### config.mk
export PLATFORM = sky130hd
export DESIGN_NAME = sum_frame_scheduler
export DESIGN_NICKNAME = d
export VERILOG_FILES = /design/src/rtl/sum_sched_pkg.sv /design/src/rtl/frame_beat_counter.sv /design/src/rtl/sum_frame_scheduler.sv
export SDC_FILE = /design/constraint.sdc
export NUM_CORES = 1
export LEC_CHECK = 0
export CAP_MARGIN = 30
export CORE_MARGIN = 4
export CORE_UTILIZATION = 58
export DETAILED_ROUTE_END_ITERATION = 10
export PLACE_DENSITY = 0.95
export SYNTH_ARGS = -nofsm -noshare
export SYNTH_HDL_FRONTEND = slang
export SYNTH_SLANG_ARGS = --single-unit
export TNS_END_PERCENT = 1
### constraint.sdc
create_clock -name clock -period 10.27 [get_ports clock]
set_clock_uncertainty 0.15 [all_clocks]
set_input_delay 2.054 -clock clock [delete_from_list [all_inputs] [get_ports clock]]
set_output_delay 2.054 -clock clock [all_outputs]
set_load 0.05 [all_outputs]
### src/rtl/sum_sched_pkg.sv
// Shared constants and helpers for the four-channel summer frame scheduler.
package sum_sched_pkg;

  localparam int DEF_NUM_CH = 4;
  localparam int DEF_LEN_W  = 16;
  localparam int DEF_ERR_W  = 8;

  typedef logic [1:0] sched_state_t;

  localparam sched_state_t ST_IDLE  = 2'd0;
  localparam sched_state_t ST_RUN   = 2'd1;
  localparam sched_state_t ST_FLUSH = 2'd2;

  // A programmed length of zero is treated as a single-beat frame.
  function automatic int unsigned norm_frame_len(input int unsigned len);
    return (len == 0) ? 1 : len;
  endfunction

endpackage

### src/rtl/frame_beat_counter.sv
// Tracks the beat position inside the current frame and counts closed frames.
module frame_beat_counter
  import sum_sched_pkg::*;
#(
  parameter int LEN_W = DEF_LEN_W
) (
  input  logic             clock,
  input  logic             reset,
  input  logic             start,
  input  logic             advance,
  input  logic             abort,
  input  logic [LEN_W-1:0] frame_len,
  output logic [LEN_W-1:0] beat_cnt,
  output logic             expected_last,
  output logic [LEN_W-1:0] frame_cnt
);

  assign expected_last = (beat_cnt == frame_len - LEN_W'(1));

  // A misaligned beat closes the frame early, so it counts as a frame too.
  always_ff @(posedge clock) begin
    if (reset) begin
      beat_cnt  <= '0;
      frame_cnt <= '0;
    end else if (start) begin
      beat_cnt <= '0;
    end else if (advance) begin
      if (abort || expected_last) begin
        beat_cnt  <= '0;
        frame_cnt <= frame_cnt + LEN_W'(1);
      end else begin
        beat_cnt <= beat_cnt + LEN_W'(1);
      end
    end
  end

endmodule

### src/rtl/sum_frame_scheduler.sv
// Joins per-channel handshakes into one beat-aligned stream, enforces frame
// length and flushes misaligned channels so every output frame is terminated.
module sum_frame_scheduler
  import sum_sched_pkg::*;
#(
  parameter int NUM_CH = DEF_NUM_CH,
  parameter int LEN_W  = DEF_LEN_W,
  parameter int ERR_W  = DEF_ERR_W
) (
  input  logic              clock,
  input  logic              reset,
  input  logic              cfg_enable,
  input  logic [LEN_W-1:0]  cfg_frame_len,
  input  logic [NUM_CH-1:0] cfg_chan_mask,
  input  logic [NUM_CH-1:0] s_tvalid,
  input  logic [NUM_CH-1:0] s_tlast,
  output logic [NUM_CH-1:0] s_tready,
  output logic              sum_load,
  output logic              m_tvalid,
  output logic              m_tlast,
  input  logic              m_tready,
  output logic [LEN_W-1:0]  frame_cnt,
  output logic [ERR_W-1:0]  err_cnt,
  output logic [1:0]        state
);

  logic [LEN_W-1:0]  len_q;
  logic [NUM_CH-1:0] mask_q;
  logic [NUM_CH-1:0] done_q;
  logic [NUM_CH-1:0] done_nxt;
  logic [NUM_CH-1:0] last_exp;
  logic [1:0]        state_nxt;
  logic [LEN_W-1:0]  beat_cnt;
  logic              expected_last;
  logic              start;
  logic              all_valid;
  logic              room;
  logic              load;
  logic              misalign;
  logic              flush_done;

  assign start     = (state == ST_IDLE) && cfg_enable && (cfg_chan_mask != '0);
  assign all_valid = ((s_tvalid & mask_q) == mask_q);
  assign room      = !m_tvalid || m_tready;
  assign load      = (state == ST_RUN) && all_valid && room;
  assign last_exp  = expected_last ? mask_q : '0;
  assign misalign  = load && ((s_tlast & mask_q) != last_exp);
  assign sum_load  = load;

  frame_beat_counter #(.LEN_W(LEN_W)) u_beat (
    .clock         (clock),
    .reset         (reset),
    .start         (start),
    .advance       (load),
    .abort         (misalign),
    .frame_len     (len_q),
    .beat_cnt      (beat_cnt),
    .expected_last (expected_last),
    .frame_cnt     (frame_cnt)
  );

  // Masked-off channels are always drained so they never stall upstream.
  always_comb begin
    s_tready = '0;
    case (state)
      ST_RUN:   s_tready = ~mask_q | {NUM_CH{load}};
      ST_FLUSH: s_tready = ~(mask_q & done_q);
      default:  s_tready = '0;
    endcase
  end

  always_comb begin
    done_nxt   = done_q | (mask_q & s_tvalid & s_tlast);
    flush_done = ((done_nxt & mask_q) == mask_q);
  end

  always_comb begin
    state_nxt = state;
    case (state)
      ST_IDLE: begin
        if (start) state_nxt = ST_RUN;
      end
      ST_RUN: begin
        if (misalign)
          state_nxt = ST_FLUSH;
        else if (!cfg_enable && load && expected_last)
          state_nxt = ST_IDLE;
        else if (!cfg_enable && !load && (beat_cnt == '0))
          state_nxt = ST_IDLE;
      end
      ST_FLUSH: begin
        if (flush_done) state_nxt = cfg_enable ? ST_RUN : ST_IDLE;
      end
      default: state_nxt = ST_IDLE;
    endcase
  end

  always_ff @(posedge clock) begin
    if (reset) begin
      state    <= ST_IDLE;
      len_q    <= LEN_W'(1);
      mask_q   <= '0;
      done_q   <= '0;
      m_tvalid <= 1'b0;
      m_tlast  <= 1'b0;
      err_cnt  <= '0;
    end else begin
      state <= state_nxt;
      if (start) begin
        len_q  <= LEN_W'(norm_frame_len(32'(cfg_frame_len)));
        mask_q <= cfg_chan_mask;
      end
      if (misalign)
        done_q <= s_tlast & mask_q;
      else if (state == ST_FLUSH)
        done_q <= flush_done ? '0 : done_nxt;
      // Output stage: holds its beat until the downstream accepts it.
      if (load) begin
        m_tvalid <= 1'b1;
        m_tlast  <= misalign || expected_last;
      end else if (m_tready) begin
        m_tvalid <= 1'b0;
        m_tlast  <= 1'b0;
      end
      if (misalign && (err_cnt != '1))
        err_cnt <= err_cnt + ERR_W'(1);
    end
  end

endmodule

### Word level (Yosys, flattened, before mapping)

Cells that the tools add are included.
W data, S select, Z words.

* add/sub/neg operators: 4
* eq/ne operators: 10
* multiplexer cells: 17
* bitwise operators: 10
* reductions and logical operators: 24

Operators by type and width (number)
* $add A16 B1 Y16 const B: 2
* $logic_not A16 Y1: 2
* $mux W16: 2
* $and A4 B4 Y4: 5
* $eq A16 B16 Y1: 1
* $mux W4: 4
* $sub A16 B1 Y16 const B: 1
* $logic_and A1 B1 Y1: 10
* $mux W2: 5
* $add A8 B1 Y8 const B: 1
* $eq A4 B4 Y1: 2
* $ne A8 B8 Y1 const B: 1
* $not A4 Y4: 2
* $or A4 B4 Y4: 2
* $pmux W4 S2: 1
* $pmux W2 S3: 1
* $reduce_and A3 Y1: 2
* $mux W1: 4
* $ne A2 B2 Y1 const B: 2
* $ne A4 B2 Y1 const B: 1
* $ne A4 B4 Y1: 1
* $reduce_bool A2 Y1: 2
* $reduce_bool A4 Y1: 1
* $logic_not A1 Y1: 3
* 6 further kinds: 7

* flip-flop bits (word level): 68
* output and inout port bits: 33
* logic and storage cells: 74

### Logic depth before layout (Yosys ltp)

* word-level depth: 11
* gate-level depth with buffers: 13
* depth with buffers taken out: 11

### Modules after synthesis

A second synthesis with hierarchy kept.

* cell total of the unflattened synthesis: 489
* area total of the unflattened synthesis: 3936.3 um^2

By module, submodules not included
* frame_beat_counter: times used 1, cells each 253, area each 2072.0 um^2
* sum_frame_scheduler: times used 1, cells each 236, area each 1864.3 um^2

### Worst setup path after synthesis

No wires, ideal clock.

* path kind: input to output
* start point: input s_tvalid[1]
* end point: output s_tready[0]
* arrival: 3911 ps
* setup slack: 4155 ps
* stages on the path: 6
* path buffers: 1
* cells stage by stage: inv_1 a222oi_1 nand4_1 inv_1 clkbuf_1 o21a_1

* longest elaborated chain between the ends: 6

Ends and longest elaborated chain
* start, declared: RTL line sum_frame_scheduler.sv:15 `input logic [NUM_CH-1:0] s_tvalid,`
* $and A4 B4 Y4: RTL line sum_frame_scheduler.sv:43 `assign all_valid = ((s_tvalid & mask_q) == mask_q);`
* $eq A4 B4 Y1: RTL line sum_frame_scheduler.sv:43
* $logic_and A1 B1 Y1 (2 in a row): RTL line sum_frame_scheduler.sv:45 `assign load = (state == ST_RUN) && all_valid && room;`
* via sum_load: RTL line sum_frame_scheduler.sv:18 `output logic sum_load,`
* $or A4 B4 Y4: RTL line sum_frame_scheduler.sv:66 `ST_RUN: s_tready = ~mask_q | {NUM_CH{load}};`
* $pmux W4 S2: RTL line sum_frame_scheduler.sv:65 `case (state)`
* end, declared: RTL line sum_frame_scheduler.sv:17 `output logic [NUM_CH-1:0] s_tready,`

The timed path passes the listed nets, and every way through them passes these cells.

### Final worst setup path

* start point: input s_tvalid[1]
* end point: output s_tready[2]

* longest elaborated chain between the ends: 6

Ends and longest elaborated chain (RTL line)
* $and A4 B4 Y4: sum_frame_scheduler.sv:43
* $eq A4 B4 Y1: sum_frame_scheduler.sv:43
* $logic_and A1 B1 Y1 (2 in a row): sum_frame_scheduler.sv:45
* $or A4 B4 Y4: sum_frame_scheduler.sv:66
* $pmux W4 S2: sum_frame_scheduler.sv:65

Every way passes these cells.

==> results_dict.tcl <==
set metrics [dict create \
    status "finished, final reports clean" \
    r2r_cells 12 \
    fin_nets 594 \
    rrSetupSlack_ns 5.83 \
    place_ws_ns 3.150 \
    crit_type "input pin to primary output" \
    n_antenna_cell 0 \
    max-slew-margin-rel_pct 47.98 \
    yosys-top-cells-count "dfxtp_1 (68), nand2_1 (65), nor2_1 (53), a21oi_1 (38), xnor2_1 (27)" \
    synth_edf_count 0 \
    timing.rr.end "err_cnt[5]$_SDFFE_PP0P_" \
    ios 65 \
    cts_root_buffer "clkbuf_8" \
    synth_top_family_by_area "simple AND/OR/NAND/NOR gates" \
    arrival_ns 4.97 \
    antenna_found_initial 0 \
    cts_buffer_depth 2 \
    die-width_um 90 \
    comb_power_share_pct 35.7 \
    period_share_pct 69.90 \
    num_vias 3858 \
    synthAdderAreaFrac_pct 2.887 \
    cts_tree "done" \
    holdPathEnd "done_q[3]$_SDFFE_PP0P_" \
    cts.sinks 68 \
    avgViaCountPerCell 6.076 \
    netlist.area_leader.share_pct 34.91 \
    worstMarginPinSlew_ns 0.7784 \
    synth_mux_area_share_pct 2.791 \
    cp_max_fo 12 \
    fin_setup_tns_ns 0 \
    htree_levels 3 \
    clk_pin_slew_ns 0.07 \
    drc 0 \
    p_sw_share_pct 38.29 \
    hold-path-cell-count 2 \
    yosysSeqAreaShare_pct 34.91 \
    postCtsSetupRepairBufs 0 \
    holdCritPathClass "flip-flop to flip-flop" \
    avgSynthCellArea_sq_um 7.863 \
    p_clk_share_pct 27.9 \
    path_buf_inv 4 \
    synth_cell_types 59 \
    power_frac_seq_pct 36.5 \
    cts_resized 0 \
    drt-total-wl_mm 10.63 \
    leakage_uw 0.001700 \
    ant_nets 0 \
    fin_ws_ns 3.091 \
    initial_core_util_pct 60.72 \
    slowest_stage "clkdlybuf4s50_1" \
    slew_viol_final 0 \
    die_y_um 90 \
    grt_max_degree 62 \
    core_area_sq_um 6422 \
    synth_nets 537 \
    n_fill_cell 446 \
    synth_compound_area_share_pct 15.21 \
    cp-start-kind "input pin" \
    ctsHoldBuffers 0 \
    wl_per_cell_um 16.75 \
    setup_violations 0 \
    insertion_delay_ns 0.35 \
    r2r-start "len_q[0]$_SDFFE_PP1P_" \
    syn_area_sq_um 3900 \
    p_per_area_nw_per_um2 175.0 \
    grt_first_pass_wirelength_mm 18.13 \
    ir_drop_mv 0.1186 \
    synth-simple-area-share_pct 29.52 \
    drtPass1Iterations 5 \
    crit_chain "clkdlybuf4s50_1 -> inv_1 -> a222oi_1 -> nand4_1 -> inv_1 -> o21a_1 -> clkdlybuf4s50_1" \
    hold_viol 0 \
    clock.fmax_mhz 139.3 \
    synth.ff_latch_count 68 \
    drt_iter0_markers 310 \
    grt_pass1_vias 3789 \
    drive_above_1_share_pct 6.272 \
    period_minus_slack_ns 7.179 \
    min-delay-start "done_q[3]$_SDFFE_PP0P_" \
    rsz0062_at_grt "false" \
    end_kind "primary output" \
    syn_to_final_growth_pct 22.87 \
    netlist_top_cells_area "dfxtp_1 (35%), nand2_1 (6.3%), xnor2_1 (6.1%)" \
    port_buffers 64 \
    hpwlAfterDp_mm 7.676 \
    max_stage_delay_ns 0.80 \
    synthXorXnorAreaFrac_pct 10.11 \
    synth_flop_cell "dfxtp_1" \
    async_reset_ff_share_pct 0 \
    max_cap_viol_count 0 \
    cp.required_ns 8.07 \
    gp_congestion 0.9353 \
    intPower_uw 517.4 \
    cts_buffers 9 \
    track_usage_pct 26.50 \
    synth-warning-count 0 \
    synth_top_area_cell "dfxtp_1" \
    grt-ovfl-total 0 \
    critPathTopFamily "buffers and inverters" \
    p_switching_uw 321.0 \
    syn_inst 496 \
    dieArea_sq_um 8100 \
    synth_most_common_cell "dfxtp_1" \
    rows 29 \
]
per-stage QoR:
stage	std cells	hold slack [ns]	util [%]	total power, uW	instance area (sq um)
6_report	635	0.3338	74.62	838.4	4792
5_1_grt	635	0.3566	74.62	877.7	4792
4_1_cts	634	0.3384	74.30	833.5	4772
3_5_place_dp	618	0.3250	71.03	602.2	4562
3_3_place_gp	617	0.3267	70.86	592.8	4551
2_1_floorplan	496	0.2962	-	519.0	3900
worst reg2reg max path, cell delays in order, from the launching register on:
cell       delay (ns)
dfxtp_1          0.45
inv_1            0.08
ha_1             0.31
xor2_1           0.18
o211ai_1         0.13
a2111oi_1        0.49
or4b_4           0.53
nor4_4           0.54
mux2_4           0.36
o31ai_2          0.50
buf_6            0.24
nor3_1           0.07
mux2_1           0.30
cell type report:
type	instances	area [sq um]	area share (%)
clock buffer	11	151.4	3.159
clock inverter	5	58.81	1.227
tap	77	96.34	2.010
timing repair buffer	67	674.4	14.07
sequential	68	1361	28.41
inverter	24	90.09	1.880
multi-input combinational	383	2360	49.24
placed cells by master, fill, tap and decap left out, types with 11 or more instances in the layout:
master,n
clkdlybuf4s50_1,63
dfxtp_1,68
nor2_1,53
xor2_1,18
clkbuf_8,11
o21ai_0,12
xnor2_1,27
nand3_1,23
inv_1,24
a21oi_1,38
nor3_1,13
nand2_1,65
flip-flops by register name, indices dropped and copies added (netlist names):
register / flops
u_beat.beat_cnt: 16
len_q: 16
state: 2
m_tvalid: 1
done_q: 4
u_beat.frame_cnt: 16
err_cnt: 8
m_tlast: 1
mask_q: 4
how the worst max path moves through the flow:
stage	start	to	slack (ns)	cells after the start
floorplan	s_tvalid[1]	s_tready[0]	4.16	6
global placement	s_tvalid[1]	s_tready[1]	3.18	7
detailed placement	s_tvalid[1]	s_tready[2]	3.15	7
CTS	s_tvalid[1]	s_tready[2]	3.14	7
global route	s_tvalid[1]	s_tready[2]	2.87	7
finish	s_tvalid[1]	s_tready[2]	3.09	7
logic make-up (layout without fill, tap and decap cells):
group	after synthesis	in the layout
mux	10	10
fa+ha+maj	9	9
simple gates	226	226
buf+inv	45	107
flops	68	68
compound gates	93	93
xor+xnor	45	45
per-layer routing:
layer | vias up | GRT usage [%] | share of wire (%)
met3 | 29 | 5.509 | 6.1
met5 | - | 0 | 0
met4 | 0 | 8.546 | 2.4
met2 | 167 | 42.87 | 48
li1 | 1850 | - | -
met1 | 1812 | 35.36 | 43
power by group through the flow:
stage / clock [uW] / sequential [uW] / combinational [uW]
floorplan: 0 / 321 / 198
global placement: 0 / 310 / 282
detailed placement: 0 / 311 / 291
CTS: 234 / 305 / 294
global route: 245 / 308 / 324
finish: 234 / 306 / 299
No activity file was read; power rests on OpenSTA's default activity.
==> edit (same settings) <==
The package constant `DEF_NUM_CH` goes from 4 to 3.
--- a/src/rtl/sum_sched_pkg.sv
+++ b/src/rtl/sum_sched_pkg.sv
@@ -1,7 +1,7 @@
 // Shared constants and helpers for the four-channel summer frame scheduler.
 package sum_sched_pkg;
 
-  localparam int DEF_NUM_CH = 4;
+  localparam int DEF_NUM_CH = 3;
   localparam int DEF_LEN_W  = 16;
   localparam int DEF_ERR_W  = 8;
 
Interface: changed (resized cfg_chan_mask, s_tlast, s_tready and s_tvalid); port bits go from 65 to 61. The function was not compared with the original's and may differ.
==> edit against the original RTL <==
Synthesized cell count is 9.3% lower; first-iteration DRC count is 26% lower; synthesized area is 4.7% lower; core utilization is 0.78 points higher; wire length is 11% lower; total power is 4.4% lower; design area is 4.6% lower; worst setup slack better by 0.47 ns; sequential cell count is 2 lower.
==> edit: results (changes against the original RTL) <==
- Status: finished, final reports clean
- Routability cong.: 0.879 (-6.1%)
- # resized after CTS: 0 (unchanged)
- Hold endpoint: m_tlast
- Crit Reg-Reg Startpoint: len_q[0]
- Hold_ws: 0.333 ns (-0.00102 ns)
- Synth Flop Type: dfxtp_1
- Num CTS Buffers: 9 (unchanged)
- Antenna viol nets, final: 0 (unchanged)
- First-pass GRT wire length: 15800 um (-13%)
- Distinct cells, synth: 58 (-1.7%)
- R2R Path End: done_q[2]
- Final nets: 539 (-9.3%)
- Crit Path Max Fanout: 14 (+2)
- Tot GR Track Use: 25.8% (-0.75 points)
- Top cells by count, synth: dfxtp_1 (66), nor2_1 (51), nand2_1 (41), xor2_1 (29)
- Peak VDD IR: 0.127 mV (+7.5%)
- P_leak: 1.65 nW (-2.9%)
- Post-synthesis sequential area ratio: 35.5% (+0.63 points)
- Clk Latency, worst-skew pair: 0.35 ns (about the same)
- Pin count of the biggest net entering global routing: 51 (-18%)
- Clock root cell: clkbuf_8
- Vias in the first global route: 3399 (-10%)
- Reg2reg path depth: 11 (-1)
- Largest registers: len_q (16), u_beat.beat_cnt (16), u_beat.frame_cnt (16)
- Initial antenna violation count: 0 (unchanged)
- Drt first-iter violations: 228 (-26%)
- Synth Area in XOR/XNOR: 11.1% (+0.96 points)
- Final WL: 9480 um (-11%)
- Synth Area in Compound Gates: 17.6% (+2.4 points)
- Max_slew headroom: 50.6% (+2.6 points)
- R2r setup slk: 5.95 ns (+0.12 ns)
- CTS H-tree depth: 3 (unchanged)
- Via count: 3558 (-7.8%)
- Drt first pass iters: 5 (unchanged)
- Async SR Flop Fraction: 0% (unchanged)
- Synth top area cells: dfxtp_1 (36%), xor2_1 (6.8%), nor2_1 (5.1%)
- Hold path cells: 2 (unchanged)
- Buffers on Ports: 60 (-6.3%)
- Worst path max stage delay: 0.87 ns (+0.07 ns)
- Synth Area in Adders: 3.03% (+0.14 points)
- Clock Path Buffers: 2 (unchanged)
- Int Pwr: 0.000527 W (+1.8%)
- Worst-path clk slew: 0.07 ns (about the same)
- Syn Nets: 488 (-9.1%)
- Hpwl dp: 6840 um (-11%)
- Mux cell area share after synthesis: 0.808% (-2.0 points)
- Worst-path cell with the longest stage delay: clkdlybuf4s50_1
- Fill count: 476 (+6.7%)
- Arr. time, crit path: 4.51 ns (-0.46 ns)
- Hold WC Path Type: reg -> reg
- Layout cells sized above 1: 6.52% (+0.25 points)
- Hold path start: m_tlast
[edit: cell count changes in the layout (fill, tap and decap cells not counted), moves of 5 or more]
| cell | change |
|---|---|
| nand4_1 | +13 |
| a21oi_1 | -15 |
| mux2i_1 | -6 |
| nand3_1 | -13 |
| nand2_1 | -24 |
| xor2_1 | +11 |
| o21ai_0 | +7 |
| inv_1 | -9 |
| nor3_1 | -5 |
| a22o_1 | +8 |
| or4_1 | +5 |
| xnor2_1 | -9 |
[edit: metrics by stage]
| stage | power (W) | setup slack (ns) | utilization (%) | area, um2 | instances |
|---|---|---|---|---|---|
| global placement | 0.000525 | 3.67 | 71.3 | 4320 | 564 |
| CTS | 0.000801 | 3.58 | 75.3 | 4560 | 580 |
| finish | 0.000801 | 3.56 | 75.4 | 4570 | 581 |
| global route | 0.000839 | 3.38 | 75.4 | 4570 | 581 |
| floorplan | 0.000469 | 4.23 | - | 3720 | 450 |
| detailed placement | 0.000533 | 3.58 | 71.3 | 4320 | 564 |
[edit: final cells by class]
| cell class | instances | area (um2) | share of cell area, % |
|---|---|---|---|
| well taps | 75 | 93.8 | 2.05 |
| clock buffers | 9 | 124 | 2.71 |
| inverters | 15 | 56.3 | 1.23 |
| multi-input cells | 346 | 2240 | 48.9 |
| repair buffers | 63 | 621 | 13.6 |
| flip-flops and latches | 66 | 1320 | 28.9 |
| clock inverters | 7 | 118 | 2.57 |
[edit: worst max-delay path, delay by kind of cell]
family | cells | cell delay (ns)
simple gates | 1 | 0.39
compound gates | 2 | 0.24
buf+inv | 4 | 1.81
[edit: worst max path at each step]
| stage | from | cells after the start | slack [ns] | to |
|---|---|---|---|---|
| after detailed placement | s_tvalid[0] | 7 | 3.58 | sum_load |
| after floorplan | s_tvalid[0] | 6 | 4.23 | s_tready[0] |
| after global placement | s_tvalid[0] | 7 | 3.67 | sum_load |
| after CTS | s_tvalid[0] | 7 | 3.58 | sum_load |
| final | s_tvalid[0] | 7 | 3.56 | sum_load |
| after global routing | s_tvalid[0] | 7 | 3.38 | sum_load |
[edit: power groups by stage]
stage | combinational [W] | clock, W | sequential (W)
after global routing | 0.000256 | 0.000284 | 0.000298
final | 0.000237 | 0.000269 | 0.000296
after floorplan | 0.000162 | 0 | 0.000307
after CTS | 0.000234 | 0.000271 | 0.000295
after global placement | 0.000226 | 0 | 0.000299
after detailed placement | 0.000232 | 0 | 0.000301
[edit: layer usage]
| metal | GRT usage, % | up-vias | part of all wire [%] |
|---|---|---|---|
| li1 | - | 1731 | - |
| met1 | 31.5 | 1666 | 42 |
| met2 | 43.4 | 139 | 49 |
| met3 | 7.90 | 22 | 7.2 |
| met4 | 8.38 | 0 | 2.2 |
| met5 | 0 | - | 0 |
